### config.mk
export PLATFORM = sky130hd
export DESIGN_NAME = command_merger
export DESIGN_NICKNAME = d
export VERILOG_FILES = /design/src/rtl/command_merger.sv
export SDC_FILE = /design/constraint.sdc
export NUM_CORES = 1
export LEC_CHECK = 0
export CAP_MARGIN = 20
export CELL_PAD_IN_SITES_DETAIL_PLACEMENT = 0
export CELL_PAD_IN_SITES_GLOBAL_PLACEMENT = 1
export CORE_MARGIN = 2
export CORE_UTILIZATION = 45
export CTS_BUF_LIST = sky130_fd_sc_hd__clkbuf_8
export CTS_CLUSTER_SIZE = 28
export DETAILED_ROUTE_END_ITERATION = 8
export GPL_ROUTABILITY_DRIVEN = 1
export HOLD_SLACK_MARGIN = 0.15
export PLACE_DENSITY_LB_ADDON = 0.08
export SYNTH_ARGS = -nofsm -noshare
export SYNTH_HDL_FRONTEND = slang
export SYNTH_SLANG_ARGS = --single-unit
### constraint.sdc
create_clock -name clk -period 4.4 [get_ports clk]
set_input_delay 0.88 -clock clk [delete_from_list [all_inputs] [get_ports clk]]
set_output_delay 0.88 -clock clk [all_outputs]
set_load 0.005 [all_outputs]
### src/rtl/command_merger.sv
// Return-path merger: qualifies the selected command bus for STABLE_CYCLES samples,
// then forwards one command per assertion to the mbed over a valid/ack handshake.
module command_merger #(
  parameter int unsigned STABLE_CYCLES = 3,
  parameter int unsigned TIMEOUT       = 255
) (
  input  logic       clk,
  input  logic       rst_n,
  input  logic       select,
  input  logic [6:0] controller_cmd,
  input  logic [6:0] maintenance_cmd,
  input  logic       mbed_ack,
  output logic [6:0] mbed_cmd,
  output logic       mbed_valid,
  output logic       source,
  output logic       timeout_err
);

  localparam logic [6:0] CTRL_IDLE  = 7'b1101110;
  localparam logic [6:0] MAINT_IDLE = 7'b0111111;

  localparam logic [1:0] ST_IDLE    = 2'd0;
  localparam logic [1:0] ST_QUALIFY = 2'd1;
  localparam logic [1:0] ST_SEND    = 2'd2;
  localparam logic [1:0] ST_RELEASE = 2'd3;

  localparam logic [3:0]  STABLE_LIM  = 4'(STABLE_CYCLES);
  localparam logic [15:0] TIMEOUT_LIM = 16'(TIMEOUT);

  logic [1:0]  state_q, state_d;
  logic [6:0]  cand_q, cand_d;
  logic [3:0]  stable_q, stable_d;
  logic [15:0] tmo_q, tmo_d;
  logic [6:0]  cmd_q, cmd_d;
  logic        valid_q, valid_d;
  logic        source_q, source_d;
  logic        terr_q, terr_d;
  logic        sel_prev_q;

  logic [6:0] active_cmd;
  logic [6:0] active_idle;
  logic       cmd_is_idle;

  assign active_cmd  = select ? maintenance_cmd : controller_cmd;
  assign active_idle = select ? MAINT_IDLE : CTRL_IDLE;
  assign cmd_is_idle = (active_cmd == active_idle);

  always_comb begin
    // NOTE: every variable gets a default here so no path leaves it unassigned (no latches).
    state_d  = state_q;
    cand_d   = cand_q;
    stable_d = stable_q;
    tmo_d    = tmo_q;
    cmd_d    = cmd_q;
    valid_d  = valid_q;
    source_d = source_q;
    terr_d   = 1'b0;

    if (select != sel_prev_q) begin
      // Source switch abandons everything; the new bus is looked at from the next edge.
      state_d  = ST_IDLE;
      valid_d  = 1'b0;
      stable_d = '0;
      tmo_d    = '0;
      cmd_d    = active_idle;
    end else begin
      case (state_q)
        ST_IDLE, ST_QUALIFY: begin
          cmd_d   = active_idle;
          valid_d = 1'b0;
          if (cmd_is_idle) begin
            state_d  = ST_IDLE;
            stable_d = '0;
          end else begin
            state_d = ST_QUALIFY;
            if (state_q == ST_QUALIFY && active_cmd == cand_q) begin
              stable_d = stable_q + 4'd1;
            end else begin
              cand_d   = active_cmd;
              stable_d = 4'd1;
            end
            if (stable_d == STABLE_LIM) begin
              state_d  = ST_SEND;
              cmd_d    = cand_d;
              valid_d  = 1'b1;
              source_d = select;
              tmo_d    = '0;
              stable_d = '0;
            end
          end
        end
        ST_SEND: begin
          if (mbed_ack) begin
            state_d = ST_RELEASE;
            valid_d = 1'b0;
            cmd_d   = active_idle;
            tmo_d   = '0;
          end else if (tmo_q + 16'd1 == TIMEOUT_LIM) begin
            state_d = ST_RELEASE;
            valid_d = 1'b0;
            terr_d  = 1'b1;
            cmd_d   = active_idle;
            tmo_d   = '0;
          end else begin
            tmo_d = tmo_q + 16'd1;
          end
        end
        default: begin
          // Hold off until the bus goes idle so a held command is sent only once.
          cmd_d   = active_idle;
          valid_d = 1'b0;
          if (cmd_is_idle) state_d = ST_IDLE;
        end
      endcase
    end
  end

  // NOTE: sequential state uses non-blocking assignments so all registers update together.
  always_ff @(posedge clk or negedge rst_n) begin
    if (!rst_n) begin
      state_q    <= ST_IDLE;
      cand_q     <= '0;
      stable_q   <= '0;
      tmo_q      <= '0;
      cmd_q      <= CTRL_IDLE;
      valid_q    <= 1'b0;
      source_q   <= 1'b0;
      terr_q     <= 1'b0;
      sel_prev_q <= 1'b0;
    end else begin
      state_q    <= state_d;
      cand_q     <= cand_d;
      stable_q   <= stable_d;
      tmo_q      <= tmo_d;
      cmd_q      <= cmd_d;
      valid_q    <= valid_d;
      source_q   <= source_d;
      terr_q     <= terr_d;
      sel_prev_q <= select;
    end
  end

  assign mbed_cmd    = cmd_q;
  assign mbed_valid  = valid_q;
  assign source      = source_q;
  assign timeout_err = terr_q;

endmodule

Word-level counts from Yosys, hierarchy flattened. Index checks and enable logic that the tools add are counted.

$add $sub $neg: 2. Equal/unequal tests: 10. Multiplexer cells: 40. Bitwise operators: 2. Reduce and logical (&&, ||, !) cells: 10.

Operator list (count): $mux 16 (5); $mux 7 (8); $mux 4 (8); $pmux 16 s2 (1); $add 16x1->16 const B (1); $eq 16x8->1 const B (1); $eq 7x7->1 (2); $pmux 7 s2 (1); $mux 2 (6); $mux 1 (9); $ne 3x3->1 const B (2); $reduce_and 3->1 (2); $add 4x1->4 const B (1); $eq 4x2->1 const B (1); $ne 4x4->1 const B (1); $pmux 2 s2 (1); $reduce_and 4->1 (1); $reduce_bool 4->1 (1); $reduce_bool 3->1 (1); $eq 2x1->1 const B (1); $eq 2x2->1 const B (1); $logic_not 2->1 (1); $not 1->1 (2); $pmux 1 s2 (1); 5 further kinds (5).

Register bits: 40. Output and inout port bits: 10. Logic and storage cells: 73.

Depth between registers and ports, before layout.
Depth after elaboration: 12. Depth in mapped cells: 11.

Least setup slack after synthesis. OpenSTA, ideal clock, no wires.

Kind: in2reg. Start point: input select. End point: register tmo_q[10]. Arrival: 2.626 ns. Data required time: 4.290 ns. Path slack: 1.663 ns. Cell stages on the path: 9. Path through: buf_4 -> buf_2 -> mux2i_1 -> xor2_1 -> and4_1 -> a221oi_2 -> buf_2 -> o21ai_0 -> o41ai_1.

Longest elaborated chain between the ends: 10. Elaborated cells between the ends (all ways): 16. Those cells by class: eq/ne: 6; mux: 7; reduce/logical: 3.

RTL lines: from (decl) (RTL line 9) `input logic select,`; $mux 7 (RTL line 44) `assign active_cmd = select ? maintenance_cmd : controller_cmd;`; $eq 7x7->1 (RTL line 76) `if (state_q == ST_QUALIFY && active_cmd == cand_q) begin`; $logic_and 1x1->1 (RTL line 76); $mux 4 (RTL line 76); $mux 4 (RTL line 71) `if (cmd_is_idle) begin`; $mux 4 (RTL line 67) `case (state_q)`; $mux 4 (RTL line 59) `if (select != sel_prev_q) begin`; $eq 4x2->1 (RTL line 82) `if (stable_d == STABLE_LIM) begin`; $ne 3x3->1 (no source line); $reduce_and 3->1 (no source line); to (signal assigned) (RTL line 134) `tmo_q <= tmo_d;`; to (decl) (RTL line 33) `logic [15:0] tmo_q, tmo_d;`.

Parallel ways exist; a longest one is shown, timed or not. The select of a mux whose other input is x is not followed. A chain may end at the register's enable or synchronous reset.

Worst setup path in the final report. Ends and elaborated chain as after synthesis.

==> flow_metrics.tcl <==
set metrics [dict create \
    async_flop_share 1.000 \
    cp-start-kind "input port" \
    finalCriticalPeriod_ps 3691 \
    synthAdderAreaFrac 0.01621 \
    htree_levels 2 \
    drc_errors 0 \
    clock-root-buffer "clkbuf_8" \
    synth_area_per_cell_um2 9.339 \
    rows 26 \
    hold_class "reg2reg" \
    synth_cells 248 \
    ioPinCount 28 \
    worstPathCellList "clkdlybuf4s50_1 -> mux2i_1 -> xnor2_1 -> nor4_2 -> and4_1 -> a221oi_2 -> o21ai_0 -> o41ai_1" \
    comb_power_share 0.116 \
    synth_cell_types 50 \
    finalMaxSlewViolations 0 \
    fin_cells 345 \
    grt.total_usage 0.1985 \
    clockBufferDepth 2 \
    die_area_um2 5737 \
    mappedNetlistArea_um2 2316 \
    ir_drop_v 0.0001538 \
    endpoint_kind "flip-flop" \
    postCtsHoldBufs 0 \
    cp_data_required_time_ps 4580 \
    final_common_cell "dfrtp_1" \
    gp_congestion 0.7731 \
    worstPathBufferInverterCount 1 \
    synth_fp_nets 269 \
    post-dp-hpwl_um 3624 \
    post-cts-setup-buffer-count 0 \
    cp_top_family "compound AO/OA/AOI/OAI gates" \
    tns_ps 0 \
    ys.flop_type "dfrtp_1" \
    switching_power_mw 0.1930 \
    num-fill-cells 469 \
    synth_compound_area_frac 0.1718 \
    power_mw 0.8202 \
    final_layout_size_suffix_gt1_frac 0.1091 \
    period_share 0.8388 \
    leakage_nw 1.141 \
    tightest_slew_ps 1094 \
    wl_per_cell_um 14.56 \
    start_util 0.4593 \
    ys_seq_area_frac 0.4349 \
    ys_seq_elements 40 \
    hold_violations 0 \
    worstHoldEndpoint "cand_q[6]$_DFFE_PN0P_" \
    layout_common_cells "35 x dfrtp_1, 26 x clkdlybuf4s50_1, 23 x nand2_1, 22 x o21ai_0, 19 x nand3_1" \
    synth-edff-count 0 \
    clk_latency_ps 290 \
    synth.area.mux_share 0.04430 \
    synth_top_family_by_area "simple AND/OR/NAND/NOR gates" \
    portBuffers 27 \
    postCtsResizedCells 0 \
    max_freq_mhz 270.9 \
    reg2regPathDepth 7 \
    cp.arrival_ps 3870 \
    reg2reg_to "mbed_cmd[4]$_DFFE_PN0P_" \
    hold_path_depth 2 \
    switching_share 0.2353 \
    rsz0062_at_grt "no" \
    internal-power_mw 0.6272 \
    seqPwrFrac 0.481 \
    max-slew-margin-rel 0.2704 \
    antenna_found_initial 0 \
    reg2reg_slack_ps 1400 \
    grt.overflow.total 0 \
    synthXorXnorAreaFrac 0.06051 \
    first_pass_iters 4 \
    n_antenna_cell 0 \
    dr.first_iter.drc_count 100 \
    dp.cells 337 \
    cts_buffers 5 \
    r2r-start "tmo_q[0]$_DFFE_PN0P_" \
    preCtsSetupSlack_ps 337.0 \
    min_from "cand_q[6]$_DFFE_PN0P_" \
    cts_sinks 40 \
    yosys.area_share.simple 0.2307 \
    final_nets 295 \
    cpPeakStageDelay_ps 880 \
    detail_route.vias_per_cell 5.429 \
    grt_pass1_vias 1840 \
    num_vias 1873 \
    skew_ps 6.177 \
    fp.coreArea_um2 5042 \
    status "finished, final reports clean" \
    finalSetupViolCount 0 \
    worst_slack_ps 709.2 \
    drt_wl_total_um 5023 \
    area_delta_synth_final_pct 18.80 \
    yosys_warnings 0 \
    slowest_stage "clkdlybuf4s50_1" \
    worstSetupPathType "in2reg" \
    clkTransAtPathRegs_ps 80 \
    cp_max_fo 16 \
    grt_pass1_wl_um 8618 \
    die_x_um 75.74 \
    maxCapViolations 0 \
    powerDensity_nw_per_um2 298.1 \
    dieHeight_um 75.74 \
    pwr-share-clk 0.403 \
    ant_nets 0 \
    cts_tree "yes" \
    grt_max_degree 41 \
]
==> synth_stat cells, types with 3 or more instances <==
library cell  number  share of area
a21oi_1           11          0.024
nand3_1           19          0.041
dfrtp_1           35           0.38
nand2_1           23          0.037
or3_1              4          0.011
and4_1             4          0.015
xnor2_1           11          0.042
o31ai_1            6          0.019
nand2b_1           3         0.0081
o21ai_0           22          0.048
or2_2              3         0.0081
and3_1             7          0.019
clkbuf_1           6         0.0097
nor3_1             6          0.013
nand4_1            5          0.014
a21o_1             3         0.0097
dfstp_2            5          0.057
nor2_1            18          0.029
mux2i_1            8          0.035
xor2_1             5          0.019
ha_1               3          0.016
inv_1              6         0.0097
buf_6              3          0.015
==> tightest hold or removal path, cell delays in order, from the launching register on <==
cell     delay (ps)
dfrtp_1         370
nand2_1          50
o21ai_0          60
==> worst max-delay path by stage <==
stage / start / to / slack, ps / cells after the start
floorplan: select / tmo_q[10]$_DFFE_PN0P_ / 1660 / 9
global placement: select / tmo_q[14]$_DFFE_PN0P_ / 410 / 8
detailed placement: select / tmo_q[10]$_DFFE_PN0P_ / 340 / 8
CTS: select / tmo_q[10]$_DFFE_PN0P_ / 640 / 8
global route: select / tmo_q[4]$_DFFE_PN0P_ / 390 / 8
finish: select / tmo_q[10]$_DFFE_PN0P_ / 710 / 8
==> cells by family after synthesis <==
kind of cell / after synthesis
buf+inv: 18
mux: 10
flops: 40
compound gates: 59
fa+ha+maj: 3
simple gates: 102
xor+xnor: 16
==> per-layer routing <==
metal | vias up | wire, µm | track usage
met5 | - | 0 | 0
met4 | 0 | 27 | 0.04873
met3 | 2 | 151 | 0.04630
met2 | 29 | 2504 | 0.3324
met1 | 896 | 2339 | 0.2598
li1 | 946 | - | -
==> area by class of cell <==
cell class / count / area, µm² / share of cell area
multi-input combinational: 190 / 1212 / 0.4407
sequential: 40 / 1007 / 0.3661
clock inverter: 1 / 30.03 / 0.01091
timing repair buffer: 31 / 295.3 / 0.1073
inverter: 6 / 22.52 / 0.008186
tap: 70 / 87.58 / 0.03183
clock buffer: 7 / 96.34 / 0.03502
==> sequential cells by signal, indices dropped and copies added (netlist names) <==
name / count
sel_prev_q: 1
timeout_err: 1
tmo_q: 16
source: 1
mbed_valid: 1
mbed_cmd: 7
state_q: 2
cand_q: 7
stable_q: 4
==> power groups by stage <==
stage / Sequential (mW) / Combinational, mW / Clock (mW)
5_1_grt: 0.397 / 0.108 / 0.360
3_3_place_gp: 0.402 / 0.0969 / 0
4_1_cts: 0.395 / 0.0975 / 0.340
3_5_place_dp: 0.402 / 0.0972 / 0
2_1_floorplan: 0.400 / 0.0570 / 0
6_report: 0.395 / 0.0954 / 0.330
==> metrics by stage <==
step | hold slack [ps] | cell area [µm²] | utilization
finish | 508.1 | 2751 | 0.5457
global route | 535.7 | 2751 | 0.5457
CTS | 509.3 | 2751 | 0.5457
detailed placement | 491.0 | 2625 | 0.5206
global placement | 482.7 | 2625 | 0.5206
floorplan | 469.2 | 2316 | -
Power figures use the tool's default switching activity.
